[src/rtl/gpio_intr_gen_if.sv]
// gpio_intr_gen_if: pad inputs, conditioning config and filtered level / edge-event outputs
interface gpio_intr_gen_if #(
    parameter int WD = 32,
    parameter int DB_CNT_W = 4,
    parameter int PRE_W = 8
);
    logic [WD-1:0] gpio_pad_in;
    logic cfg_db_en;
    logic [PRE_W-1:0] cfg_db_prescale;
    logic [DB_CNT_W-1:0] cfg_db_count;
    logic [WD-1:0] cfg_gpio_dir_sel;
    logic [WD-1:0] cfg_gpio_posedge_int_sel;
    logic [WD-1:0] cfg_gpio_negedge_int_sel;
    logic [WD-1:0] gpio_in_data;
    logic [WD-1:0] gpio_int_event;
    modport master (
        output gpio_pad_in, cfg_db_en, cfg_db_prescale, cfg_db_count,
        output cfg_gpio_dir_sel, cfg_gpio_posedge_int_sel, cfg_gpio_negedge_int_sel,
        input gpio_in_data, gpio_int_event
    );
    modport slave (
        input gpio_pad_in, cfg_db_en, cfg_db_prescale, cfg_db_count,
        input cfg_gpio_dir_sel, cfg_gpio_posedge_int_sel, cfg_gpio_negedge_int_sel,
        output gpio_in_data, gpio_int_event
    );
endinterface

[src/rtl/gpio_intr_gen.sv]
// gpio_intr_gen: per-pin pad synchroniser, optional debounce filter and edge-event generator
module gpio_intr_gen #(
    parameter int WD = 32,
    parameter int DB_CNT_W = 4,
    parameter int PRE_W = 8
) (
    input logic mclk,
    input logic h_reset,
    gpio_intr_gen_if.slave bus
);
    logic [WD-1:0] s1, s2, filt, filt_d, filt_nx, evt_nx;
    logic [DB_CNT_W-1:0] cnt [WD];
    logic [DB_CNT_W-1:0] cnt_nx [WD];
    logic [PRE_W-1:0] presc;
    logic tick;
    // >= lets a lowered prescale take effect immediately instead of waiting for a wrap
    assign tick = presc >= bus.cfg_db_prescale;
    assign evt_nx = ((filt & ~filt_d & bus.cfg_gpio_posedge_int_sel) |
                     (~filt & filt_d & bus.cfg_gpio_negedge_int_sel)) & ~bus.cfg_gpio_dir_sel;
    assign bus.gpio_in_data = filt;
    always_comb begin
        filt_nx = filt;
        for (int i = 0; i < WD; i++) begin
            cnt_nx[i] = cnt[i];
            if (!bus.cfg_db_en) begin
                filt_nx[i] = s2[i];
                cnt_nx[i] = '0;
            end else if (tick) begin
                if (s2[i] == filt[i]) cnt_nx[i] = '0;
                else if (cnt[i] >= bus.cfg_db_count) begin
                    filt_nx[i] = s2[i];
                    cnt_nx[i] = '0;
                end else cnt_nx[i] = &cnt[i] ? cnt[i] : cnt[i] + 1'b1;
            end
        end
    end
    always_ff @(posedge mclk or posedge h_reset) begin
        if (h_reset) begin
            s1 <= '0;
            s2 <= '0;
            filt <= '0;
            filt_d <= '0;
            presc <= '0;
            for (int i = 0; i < WD; i++) cnt[i] <= '0;
            bus.gpio_int_event <= '0;
        end else begin
            s1 <= bus.gpio_pad_in;
            s2 <= s1;
            filt <= filt_nx;
            filt_d <= filt;
            presc <= tick ? '0 : presc + 1'b1;
            for (int i = 0; i < WD; i++) cnt[i] <= cnt_nx[i];
            bus.gpio_int_event <= evt_nx;
        end
    end
endmodule

[src/flat_wrapper.sv]
// flat-port wrapper written by rule: the top's interface ports become plain ports
module gpio_intr_gen_flat 
#(
    parameter int WD = 32,
    parameter int DB_CNT_W = 4,
    parameter int PRE_W = 8
)
  (mclk, h_reset, bus_gpio_pad_in, bus_cfg_db_en, bus_cfg_db_prescale, bus_cfg_db_count, bus_cfg_gpio_dir_sel, bus_cfg_gpio_posedge_int_sel, bus_cfg_gpio_negedge_int_sel, bus_gpio_in_data, bus_gpio_int_event);
  gpio_intr_gen_if #(.WD(WD), .DB_CNT_W(DB_CNT_W), .PRE_W(PRE_W)) bus_i ();
  input logic mclk;
  input logic h_reset;
  input wire logic [$bits(bus_i.gpio_pad_in)-1:0] bus_gpio_pad_in;
  input wire logic [$bits(bus_i.cfg_db_en)-1:0] bus_cfg_db_en;
  input wire logic [$bits(bus_i.cfg_db_prescale)-1:0] bus_cfg_db_prescale;
  input wire logic [$bits(bus_i.cfg_db_count)-1:0] bus_cfg_db_count;
  input wire logic [$bits(bus_i.cfg_gpio_dir_sel)-1:0] bus_cfg_gpio_dir_sel;
  input wire logic [$bits(bus_i.cfg_gpio_posedge_int_sel)-1:0] bus_cfg_gpio_posedge_int_sel;
  input wire logic [$bits(bus_i.cfg_gpio_negedge_int_sel)-1:0] bus_cfg_gpio_negedge_int_sel;
  output wire logic [$bits(bus_i.gpio_in_data)-1:0] bus_gpio_in_data;
  output wire logic [$bits(bus_i.gpio_int_event)-1:0] bus_gpio_int_event;
  assign bus_i.gpio_pad_in = bus_gpio_pad_in;
  assign bus_i.cfg_db_en = bus_cfg_db_en;
  assign bus_i.cfg_db_prescale = bus_cfg_db_prescale;
  assign bus_i.cfg_db_count = bus_cfg_db_count;
  assign bus_i.cfg_gpio_dir_sel = bus_cfg_gpio_dir_sel;
  assign bus_i.cfg_gpio_posedge_int_sel = bus_cfg_gpio_posedge_int_sel;
  assign bus_i.cfg_gpio_negedge_int_sel = bus_cfg_gpio_negedge_int_sel;
  assign bus_gpio_in_data = bus_i.gpio_in_data;
  assign bus_gpio_int_event = bus_i.gpio_int_event;
  gpio_intr_gen #(.WD(WD), .DB_CNT_W(DB_CNT_W), .PRE_W(PRE_W)) u_core (.mclk(mclk), .h_reset(h_reset), .bus(bus_i));
endmodule
[config.mk]
export PLATFORM = sky130hd
export DESIGN_NAME = gpio_intr_gen_flat
export DESIGN_NICKNAME = d
export VERILOG_FILES = /design/src/rtl/gpio_intr_gen_if.sv /design/src/rtl/gpio_intr_gen.sv /design/src/flat_wrapper.sv
export SDC_FILE = /design/constraint.sdc
export NUM_CORES = 1
export LEC_CHECK = 0
export CORE_ASPECT_RATIO = 1.2
export CORE_MARGIN = 2
export CORE_UTILIZATION = 51
export DETAILED_ROUTE_END_ITERATION = 8
export PLACE_DENSITY = 0.78
export SLEW_MARGIN = 20
export SYNTH_ARGS = -nofsm -noshare
export SYNTH_HDL_FRONTEND = slang
export SYNTH_SLANG_ARGS = --single-unit
export TNS_END_PERCENT = 100
[constraint.sdc]
create_clock -name mclk -period 8.7 [get_ports mclk]
set_input_delay 0.87 -clock mclk [delete_from_list [all_inputs] [get_ports mclk]]
set_output_delay 0.87 -clock mclk [all_outputs]
set_load 0.005 [all_outputs]
==> tab_implementation.tex <==
\begin{tabular}{lr}
\hline
Metric & Value \\
\hline
\multicolumn{2}{l}{\textbf{Setup path}} \\
Endpoint kind of the worst setup timing path & flop \\
Required arrival time at the worst endpoint & 9140 ps \\
Worst Setup Path Type & primary input to flop \\
Critical Path AT & 4300 ps \\
Peak fanout along the critical path & 63 \\
Flop-to-flop setup slack & around 5000 ps \\
Startpoint of the lowest-slack register-to-register path & u\_core.presc[0] \\
Nature of the critical path startpoint & primary input \\
Depth of the worst register-to-register path & 8 \\
Destination of the worst register-to-register timing path & u\_core.cnt[4] \\
\multicolumn{2}{l}{\textbf{Floorplan}} \\
Die ar. & about 33000 um\^{}2 \\
Floorplan core area & 30700 um\^{}2 \\
Initial standard-cell utilization of the core & 0.520 \\
Die height & between 150 and 200 um \\
IO Pins & approximately 210 \\
Row count & 70 \\
Horiz. Die Dim & about 170 um \\
\multicolumn{2}{l}{\textbf{CTS}} \\
Maximum root-to-sink buffer count & 3 \\
Setup repair bufs after CTS & 0 \\
Hold buffers post-CTS & 0 \\
Number of H-tree branching levels & 1 \\
CTS Root Cell & sky130\_fd\_sc\_hd\_\_clkbuf\_16 \\
Clock sink count & 296 \\
Post\_cts resized & 0 \\
CTS clock-pin slew for the worst setup and hold paths & 70 ps \\
TritonCTS Buffers & 30 \\
Clk Latency, worst-skew pair & 570 ps \\
CTS tree & built \\
\multicolumn{2}{l}{\textbf{Logic synthesis}} \\
Cell variety after synth & 46 \\
Post-synthesis instance area & between 15000 and 20000 um\^{}2 \\
Post-Syn Instances & between 1000 and 1500 \\
Cell taking the most area after synthesis & sky130\_fd\_sc\_hd\_\_dfrtp\_1 \\
Post-synth top flop & sky130\_fd\_sc\_hd\_\_dfrtp\_1 \\
Register area share after synthesis & 0.464 \\
Syn Nets & between 1500 and 2000 \\
Cell types occupying the most area after synthesis & sky130\_fd\_sc\_hd\_\_dfrtp\_1 46\%, sky130\_fd\_sc\_hd\_\_ha\_1 13\%, sky130\_fd\_sc\_hd\_\_nand3b\_1 3.0\% \\
Register bit total from synthesis & $\sim$300 \\
Share of synthesized registers carrying an async set or reset & 1.00 \\
Average cell area after synthesis & approximately 11 um\^{}2 \\
Warnings, synthesis & 0 \\
EDFF count, synth & 0 \\
Post-synth top area share & 0.464 \\
\multicolumn{2}{l}{\textbf{Timing}} \\
Setup repair after global routing missed its margin & false \\
Final hold slack & approximately 340 ps \\
Worst Clk Skew & between 10 and 15 ps \\
Max Clock Freq & 0.259 GHz \\
Total Neg Setup Slack & 0 ps \\
Final slew viol count & 0 \\
Final Cycle Share & 0.444 \\
Setup violators final & 0 \\
Worst rel slew slack & 0.285 \\
Time the final worst path needs with I/O delays and setup & 3860 ps \\
Worst Max-Slew Pin Slew & $\sim$1100 ps \\
Final WS setup & between 4000 and 5000 ps \\
Count of final hold-check violations & 0 \\
\multicolumn{2}{l}{\textbf{Finish}} \\
Fraction of layout instances using a drive strength above 1 & 0.0539 \\
Final \#Nets & roughly 2000 \\
Area growth, synth to finish & 21.9\% \\
Antenna diode instance count & 0 \\
Non-filler instance count after layout & between 2000 and 2500 \\
Share of the core filled with cells & 0.635 \\
Final std cell area, no fill & $\sim$20000 um\^{}2 \\
\multicolumn{2}{l}{\textbf{Global routing}} \\
Largest net degree at the start of global routing & $\sim$190 \\
GRT Residual Overflow & 0 \\
Via count of the first global-routing pass & 13136 \\
Number of antenna violations at the first check in global routing & 0 \\
GRT Overall Usage & 0.222 \\
First-pass GRT wire length & 60.2 mm \\
\multicolumn{2}{l}{\textbf{Placed design}} \\
RePlAce Congestion & around 0.8 \\
Post-place setup slack & 4360 ps \\
Number of input and output port buffers inserted & $\sim$210 \\
HPWL after detailed placement & 22.3 mm \\
Area after detailed placement & 18400 um\^{}2 \\
Instance count after placement with tap cells included & 2027 \\
\multicolumn{2}{l}{\textbf{Worst hold path}} \\
HP Start & u\_core.s1[11] \\
Endpoint of the worst hold path & u\_core.s2[11] \\
Hold path depth & 0 \\
Type of the most critical hold path & flop to flop \\
\multicolumn{2}{l}{\textbf{Drt}} \\
Routed via count divided by cell count & slightly above 6 \\
DRC marker count from the first detailed-route iteration & 955 \\
Via Count & between 10000 and 15000 \\
Final WL & 36.0 mm \\
Final antenna-violating net count & 0 \\
Number of DRC violations after detailed routing & 0 \\
Drt wl/cell & about 17 um \\
Number of detailed-route iterations in the first pass & 5 \\
\multicolumn{2}{l}{\textbf{Pwr}} \\
Leakage component of the power & between 8 and 9 nW \\
Worst VDD drop & roughly 150 uV \\
PD cells & roughly 210 nW/um\^{}2 \\
Post-route total power & slightly above 4 mW \\
\multicolumn{2}{l}{\textbf{Flow run}} \\
Max-cap check violation count & 0 \\
\multicolumn{2}{l}{\textbf{Run status}} \\
Run status & finished, final reports clean \\
\hline
\end{tabular}
[how the worst max path moves through the flow]
| stage | from | to | cells past startpoint |
|---|---|---|---|
| 6_report | bus_cfg_db_prescale[5] | u_core.cnt[4] | 9 |
| 2_1_floorplan | h_reset | u_core.bus.gpio_in_data[0] | 1 |
| 4_1_cts | bus_cfg_db_prescale[5] | u_core.cnt[4] | 9 |
| 3_3_place_gp | bus_cfg_db_prescale[5] | u_core.cnt[7] | 9 |
| 3_5_place_dp | bus_cfg_db_prescale[5] | u_core.cnt[4] | 9 |
| 5_1_grt | bus_cfg_db_prescale[5] | u_core.cnt[4] | 9 |
[critical path, stage by stage]
cell and delay, ps:
sky130_fd_sc_hd__clkdlybuf4s50_1 450, sky130_fd_sc_hd__inv_1 40, sky130_fd_sc_hd__ha_1 300, sky130_fd_sc_hd__a211o_1 260, sky130_fd_sc_hd__a21oi_1 250, sky130_fd_sc_hd__o31a_2 200
sky130_fd_sc_hd__buf_4 660, sky130_fd_sc_hd__nand2_2 750, sky130_fd_sc_hd__a22o_1 450
[cell type report]
| cell class | count | area [um^2] |
|---|---|---|
| Sequential cell | 296 | 7410 |
| Clock inverter | 14 | 203 |
| Multi-Input combinational cell | 1017 | 7940 |
| Inverter | 103 | 392 |
| Timing Repair Buffer | 216 | 2160 |
| Clock buffer | 42 | 857 |
| Tap cell | 396 | 495 |
| Fill cell | 2454 | 11200 |
[registers in the layout, indices dropped and copies added, names as in the netlist]
signal and count:
u_core.cnt 128, u_core.bus.gpio_in_data 32, u_core.bus.gpio_int_event 32, u_core.filt_d 32, u_core.s1 32, u_core.s2 32, u_core.presc 8
[cell families after synthesis]
family | after synthesis | synth area share
compound gates | 498 | 0.220
xor+xnor | 38 | 0.0209
fa+ha+maj | 169 | 0.133
buf+inv | 148 | 0.0386
flops | 296 | 0.464
mux | 32 | 0.0226
simple gates | 280 | 0.101
[metal layers]
layer,track usage,wire (um)
met1,0.271,15200
met2,0.395,18200
met3,0.0293,1810
met4,0.0875,899
met5,0,0
[report_power, final]
| part | internal [mW] | total (mW) | switching, mW | leakage [nW] |
|---|---|---|---|---|
| logic | 0.483 | 0.986 | 0.503 | 4.20 |
| registers | 1.54 | 1.72 | 0.178 | 3.78 |
| clock network | 0.834 | 1.38 | 0.545 | 0.514 |
[cell usage after synthesis (2+ instances only)]
| library cell | count |
|---|---|
| sky130_fd_sc_hd__a2111oi_0 | 28 |
| sky130_fd_sc_hd__a21oi_1 | 86 |
| sky130_fd_sc_hd__a22o_1 | 38 |
| sky130_fd_sc_hd__a22oi_1 | 23 |
| sky130_fd_sc_hd__a2bb2oi_1 | 26 |
| sky130_fd_sc_hd__a31oi_1 | 52 |
| sky130_fd_sc_hd__a32o_1 | 32 |
| sky130_fd_sc_hd__and3_1 | 19 |
| sky130_fd_sc_hd__and4_1 | 6 |
| sky130_fd_sc_hd__buf_1 | 5 |
| sky130_fd_sc_hd__buf_2 | 18 |
| sky130_fd_sc_hd__buf_4 | 4 |
| sky130_fd_sc_hd__buf_6 | 3 |
| sky130_fd_sc_hd__clkbuf_1 | 15 |
| sky130_fd_sc_hd__dfrtp_1 | 296 |
| sky130_fd_sc_hd__ha_1 | 169 |
| sky130_fd_sc_hd__inv_1 | 103 |
| sky130_fd_sc_hd__mux2_1 | 17 |
| sky130_fd_sc_hd__mux2_2 | 15 |
| sky130_fd_sc_hd__nand2_1 | 23 |
| sky130_fd_sc_hd__nand2b_1 | 32 |
| sky130_fd_sc_hd__nand3_1 | 45 |
| sky130_fd_sc_hd__nand3b_1 | 64 |
| sky130_fd_sc_hd__nor2_1 | 57 |
| sky130_fd_sc_hd__nor3_1 | 13 |
| sky130_fd_sc_hd__nor3b_1 | 12 |
| sky130_fd_sc_hd__o211ai_1 | 28 |
| sky130_fd_sc_hd__o21a_1 | 34 |
| sky130_fd_sc_hd__o21ai_0 | 23 |
| sky130_fd_sc_hd__o21ai_1 | 34 |
| sky130_fd_sc_hd__o21bai_1 | 23 |
| sky130_fd_sc_hd__o22a_1 | 9 |
| sky130_fd_sc_hd__o22ai_1 | 38 |
| sky130_fd_sc_hd__o31ai_1 | 20 |
| sky130_fd_sc_hd__or4b_2 | 4 |
| sky130_fd_sc_hd__xnor2_1 | 2 |
| sky130_fd_sc_hd__xor2_1 | 36 |
[cell usage in the layout, fill, tap and decap left out, types with 20 or more instances in the layout]
cell type / netlist / layout
sky130_fd_sc_hd__dfrtp_1: 296 / 296
sky130_fd_sc_hd__clkdlybuf4s50_1: 0 / 204
sky130_fd_sc_hd__ha_1: 169 / 169
sky130_fd_sc_hd__inv_1: 103 / 98
sky130_fd_sc_hd__a21oi_1: 86 / 86
sky130_fd_sc_hd__nand3b_1: 64 / 64
sky130_fd_sc_hd__nor2_1: 57 / 57
sky130_fd_sc_hd__a31oi_1: 52 / 52
sky130_fd_sc_hd__nand3_1: 45 / 45
sky130_fd_sc_hd__o22ai_1: 38 / 38
sky130_fd_sc_hd__a22o_1: 38 / 38
sky130_fd_sc_hd__xor2_1: 36 / 36
sky130_fd_sc_hd__o21a_1: 34 / 34
sky130_fd_sc_hd__o21ai_1: 34 / 34
sky130_fd_sc_hd__nand2b_1: 32 / 32
sky130_fd_sc_hd__a32o_1: 32 / 32
sky130_fd_sc_hd__clkbuf_16: 0 / 31
sky130_fd_sc_hd__a2111oi_0: 28 / 28
sky130_fd_sc_hd__o211ai_1: 28 / 28
sky130_fd_sc_hd__a2bb2oi_1: 26 / 26
sky130_fd_sc_hd__o21ai_0: 23 / 23
sky130_fd_sc_hd__nand2_1: 23 / 23
sky130_fd_sc_hd__o21bai_1: 23 / 23
sky130_fd_sc_hd__a22oi_1: 23 / 23
sky130_fd_sc_hd__o31ai_1: 20 / 20
No activity file was read; power rests on OpenSTA's default activity.
